--- src/rtl/cdb_arbiter.sv ---
// ============================================================================
// Module   : cdb_arbiter
// Purpose  : Four-way common-data-bus arbiter with registered broadcast.
//            Define CDB_ARB_RR_EN for round-robin; default is fixed priority.
// Revision : 1.0
// ============================================================================
`default_nettype none

module cdb_arbiter #(
    parameter int TAG_W  = 6,
    parameter int DATA_W = 32
) (
    input  logic              clk,
    input  logic              reset,
    input  logic              int_req,
    input  logic              ls_req,
    input  logic              mult_req,
    input  logic              div_req,
    input  logic [TAG_W-1:0]  int_tag,
    input  logic [TAG_W-1:0]  ls_tag,
    input  logic [TAG_W-1:0]  mult_tag,
    input  logic [TAG_W-1:0]  div_tag,
    input  logic [DATA_W-1:0] int_data,
    input  logic [DATA_W-1:0] ls_data,
    input  logic [DATA_W-1:0] mult_data,
    input  logic [DATA_W-1:0] div_data,
    input  logic              int_branch,
    input  logic              int_branch_taken,
    output logic              int_gnt,
    output logic              ls_gnt,
    output logic              mult_gnt,
    output logic              div_gnt,
    output logic              cdb_valid,
    output logic [TAG_W-1:0]  cdb_tag,
    output logic [DATA_W-1:0] cdb_data,
    output logic              cdb_branch,
    output logic              cdb_branch_taken
);

    logic [3:0] w_req;
    logic [3:0] w_gnt_raw;
    logic [3:0] w_gnt;

    assign w_req = {div_req, mult_req, ls_req, int_req};

`ifdef CDB_ARB_RR_EN
    logic [1:0] last_gnt_q;
    logic [1:0] last_gnt_d;

    // Search starts one past the last winner and wraps 3 -> 0.
    always_comb begin
        logic [1:0] w_idx;
        logic       w_found;
        w_gnt_raw = 4'b0000;
        w_found   = 1'b0;
        w_idx     = 2'd0;
        for (int k = 0; k < 4; k++) begin
            w_idx = last_gnt_q + 2'(k + 1);
            if (!w_found && w_req[w_idx]) begin
                w_gnt_raw[w_idx] = 1'b1;
                w_found          = 1'b1;
            end
        end
    end

    always_comb begin
        last_gnt_d = last_gnt_q;
        if (w_gnt[0]) last_gnt_d = 2'd0;
        if (w_gnt[1]) last_gnt_d = 2'd1;
        if (w_gnt[2]) last_gnt_d = 2'd2;
        if (w_gnt[3]) last_gnt_d = 2'd3;
    end

    // Reset value 3 makes the first search after reset begin at int.
    always_ff @(posedge clk or posedge reset) begin
        if (reset) begin
            last_gnt_q <= 2'd3;
        end else begin
            last_gnt_q <= last_gnt_d;
        end
    end
`else
    always_comb begin
        w_gnt_raw = 4'b0000;
        if (w_req[3])      w_gnt_raw = 4'b1000;
        else if (w_req[2]) w_gnt_raw = 4'b0100;
        else if (w_req[1]) w_gnt_raw = 4'b0010;
        else if (w_req[0]) w_gnt_raw = 4'b0001;
    end
`endif

    assign w_gnt    = reset ? 4'b0000 : w_gnt_raw;
    assign int_gnt  = w_gnt[0];
    assign ls_gnt   = w_gnt[1];
    assign mult_gnt = w_gnt[2];
    assign div_gnt  = w_gnt[3];

    logic              valid_q,  valid_d;
    logic [TAG_W-1:0]  tag_q,    tag_d;
    logic [DATA_W-1:0] data_q,   data_d;
    logic              br_q,     br_d;
    logic              taken_q,  taken_d;

    // Tag and data hold on idle cycles; only valid and branch flags clear.
    always_comb begin
        valid_d = |w_gnt;
        tag_d   = tag_q;
        data_d  = data_q;
        br_d    = 1'b0;
        taken_d = 1'b0;
        if (w_gnt[0]) begin
            tag_d   = int_tag;
            data_d  = int_data;
            br_d    = int_branch;
            taken_d = int_branch_taken;
        end else if (w_gnt[1]) begin
            tag_d  = ls_tag;
            data_d = ls_data;
        end else if (w_gnt[2]) begin
            tag_d  = mult_tag;
            data_d = mult_data;
        end else if (w_gnt[3]) begin
            tag_d  = div_tag;
            data_d = div_data;
        end
    end

    always_ff @(posedge clk or posedge reset) begin
        if (reset) begin
            valid_q <= 1'b0;
            tag_q   <= '0;
            data_q  <= '0;
            br_q    <= 1'b0;
            taken_q <= 1'b0;
        end else begin
            valid_q <= valid_d;
            tag_q   <= tag_d;
            data_q  <= data_d;
            br_q    <= br_d;
            taken_q <= taken_d;
        end
    end

    assign cdb_valid        = valid_q;
    assign cdb_tag          = tag_q;
    assign cdb_data         = data_q;
    assign cdb_branch       = br_q;
    assign cdb_branch_taken = taken_q;

endmodule

`default_nettype wire

--- config.mk ---
export PLATFORM = sky130hd
export DESIGN_NAME = cdb_arbiter
export DESIGN_NICKNAME = d
export VERILOG_FILES = /design/src/rtl/cdb_arbiter.sv
export SDC_FILE = /design/constraint.sdc
export NUM_CORES = 1
export LEC_CHECK = 0
export CAP_MARGIN = 10
export CORE_MARGIN = 5
export CORE_UTILIZATION = 38
export DETAILED_ROUTE_END_ITERATION = 12
export GPL_TIMING_DRIVEN = 0
export PLACE_DENSITY_LB_ADDON = 0.3
export SLEW_MARGIN = 25
export SYNTH_ARGS = -nofsm -noshare
export SYNTH_HDL_FRONTEND = slang
export SYNTH_SLANG_ARGS = --single-unit
--- constraint.sdc ---
create_clock -name clk -period 6.3 [get_ports clk]
set_input_delay 1.26 -clock clk [delete_from_list [all_inputs] [get_ports clk]]
set_output_delay 1.26 -clock clk [all_outputs]
set_load 0.005 [all_outputs]
==> impl_metrics.toml <==
[placed_design]
detailed_place.area_um2 = 5112
dp.final_hpwl_mm = 9.512
gpl.final_weighted_congestion = 0.8569
placement.setup.worst_slack_ns = 1.736
buffer_ports.inserted = 203

[sta]
slew-limit-headroom_pct = 63.16
finalSetupViolations = 0
max_freq_mhz = 218.8
worst_slack_ns = 1.730
grt_setup_unrepaired = "no"
number_of_hold_slack_violations_in_the_final_timing_report = 0
slew_viol_final = 0
worst_slew_pin_slew_ns = 0.5526
min_period_ns = 4.570
min_period_over_period_pct = 72.54
hold_slack_ns = 0.5177
finClkSkew_ns = 0
setup_total_negative_slack_ns = 0

[worst_setup_path]
critical_path.endpoint_type = "output pin"
critPathKind = "input port to output pin"
crit_path_top_delay_cell = "clkdlybuf4s50_1"
timing.critical_path.fanout_max = 10
arrival_ns = 3.31
max_stage_delay_ns = 0.58
timing.critical_path.from_type = "input port"
critical_path.reg2reg.endpoint = "cdb_data[23]"
regToRegStartpoint = "cdb_data[23]"
timing.critical_path.cells = "clkdlybuf4s50_1 > buf_2 > buf_1 > and3_1 > clkdlybuf4s50_1"
cp_common_cell = "clkdlybuf4s50_1"
critical_path_required_ns = 5.04
reg2reg_slack_ns = 5.46
reg2regPathDepth = 1

[final_layout]
layout-drive-gt1-share_pct = 10.99
synthToLayoutAreaGrowth_pct = 78.23
fill_cells = 644
multiInputGateArea_um2 = 1648
n_antenna_cell = 0
finalNetCount = 696
final_area_um2 = 5214
sequential_cell_area_um2 = 1026

[die]
fp.coreArea_um2 = 7607
fp.dieArea_um2 = 9553
die_height_um = 97.74
io_pins = 205
placement_rows = 32
initial_standard_cell_utilization_of_the_core_pct = 38.45
die_x_um = 97.74

[synth]
synthSimpleGateAreaFrac_pct = 15.53
seq_area_frac_synth_pct = 35.07
synth_top_family_by_area = "compound AO/OA/AOI/OAI gates"
post_synth_instance_area_um2 = 2925
yosys_warnings = 0
synth_xor_area_share_pct = 0
postSynthRegisterBits = 41
syn_avg_cell_area_um2 = 9.001
post_synthesis_compound_gate_area_fraction_pct = 40.80
postSynthCellCount = 325
synth_fa_ha_area_share_pct = 0
synth.area.mux_share_pct = 0
yosysUniqueCellTypes = 21
syn_nets = 485

[worst_hold_path]
worstHoldStart = "cdb_data[30]"
worst_hold_path.endpoint = "cdb_data[30]"
hp-class = "register to register"
hold_path_depth = 1

[pwr]
peak_supply_drop_mv = 0.08810
power.static_leakage_uw = 0.002010
power_per_cell_area_nw_per_um2 = 158.5

[detailed_routing]
routed_wire_length_per_instance_um = 19.29
drt-total-wl_mm = 12.33
final_antenna_net_count = 0
drt-pass1-iter-count = 5
via_per_inst = 5.604
drt_iter0_markers = 165
route.vias.total = 3581
remaining_drc_errors = 0

[job]
maxCapViolations = 0

[cts]
tritoncts.num_buffers = 5
cts_resized = 0
cts.sink_count = 41
cts.reportedPaths.clkPinSlew_ns = 0.08
clk_latency_ns = 0.28
cts_tree = "done"
clock_tree.root_cell = "clkbuf_8"
cts.htree.levels = 2
clockBufferDepth = 2
cts.hold.buffers_added = 0
post-cts-setup-buffer-count = 0

[global_route]
all_layer_gr_usage_pct = 25.12
grt_pass1_wl_mm = 19.66
gr-total-overflow = 0
grt_start_max_net_pins = 24
grt_pass1_vias = 3776
grt_antenna_before_repair = 0

[run_status]
outcome = "completed"
## layer usage
metal  GRT usage [%]  part of all wire, %  vias to the layer above
li1                -                    -                     1670
met1           31.20                   41                     1732
met2           43.23                   50                      169
met3           7.143                  8.0                       10
met4           5.964                  1.0                        0
met5               0                    0                        -
## cells in the mapped netlist
master / n / area [um^2]
buf_1: 1 / 3.750
and3_1: 1 / 6.260
a221oi_2: 8 / 120.1
buf_4: 6 / 45.04
and2_1: 41 / 256.5
nor2_1: 2 / 7.510
o21ai_2: 9 / 78.83
nand2_1: 38 / 142.6
dfrtp_1: 41 / 1026
inv_2: 1 / 3.750
nor3_2: 2 / 20.02
inv_1: 2 / 7.510
o41ai_2: 1 / 16.27
a221oi_1: 30 / 262.8
nor2b_1: 2 / 12.51
buf_6: 6 / 67.56
o21ai_1: 67 / 335.3
a221o_1: 38 / 380.4
buf_2: 15 / 75.07
or2_4: 1 / 8.760
clkbuf_1: 13 / 48.80
## sequential cells by signal (all words and copies together), names as in the netlist
register	count
cdb_data	32
cdb_tag	6
cdb_branch	1
cdb_branch_taken	1
cdb_valid	1
## critical path: cells and delay by family
kind / cells / cell delay [ns]
buffers and inverters: 4 / 1.77
AND/OR/NAND/NOR: 1 / 0.27
## logic make-up (layout without fill, tap and decap cells)
family	after synthesis	after routing
AOI/OAI and AO/OA	153	153
and+or+nand+nor	87	87
DFF	41	41
buffers and inverters	44	256
## metrics by stage
| step | instances | power (uW) | utilization, % |
|---|---|---|---|
| finish | 639 | 826.2 | 68.54 |
| global route | 639 | 870.2 | 68.54 |
| CTS | 639 | 835.1 | 68.54 |
| detailed placement | 631 | 640.6 | 67.20 |
| global placement | 630 | 632.8 | 66.84 |
| floorplan | 325 | 434.4 | - |
## power by group
part | total [uW] | leakage, uW | internal [uW] | switching (uW)
Sequential | 315 | 0.000500 | 296 | 19.0
Clock | 191 | 0.0000542 | 99.1 | 91.9
Combinational | 320 | 0.00146 | 206 | 114
Total | 826 | 0.00201 | 601 | 225
## final cells by class
type | instances | area share, %
repair buffers | 204 | 39.50
multi-input cells | 240 | 31.61
flip-flops and latches | 41 | 19.68
plain buffers | 41 | 4.608
well taps | 102 | 2.448
clock buffers | 7 | 1.848
inverters | 3 | 0.2160
clock inverters | 1 | 0.09599
## worst max path at each step
stage	start	endpoint	slack, ns	cells after the start
2_1_floorplan	reset	int_gnt	2.44	3
3_3_place_gp	reset	int_gnt	1.45	4
3_5_place_dp	int_req	int_gnt	1.74	5
4_1_cts	int_req	int_gnt	1.74	5
5_1_grt	int_req	int_gnt	1.61	5
6_report	int_req	int_gnt	1.73	5
## cells in the final DEF, fill, tap and decap left out
master,count
clkdlybuf4s50_1,203
o21ai_1,67
and2_1,41
dfrtp_1,41
nand2_1,38
a221o_1,38
a221oi_1,30
buf_2,15
clkbuf_1,13
o21ai_2,9
a221oi_2,8
clkbuf_8,7
buf_6,6
buf_4,6
inv_2,2
nor2_1,2
nor2b_1,2
nor3_2,2
o41ai_2,1
inv_1,1
or2_4,1
buf_1,1
and3_1,1
clkinv_2,1
buf_16,1
Note: power is estimated with default switching activity, not from simulation.
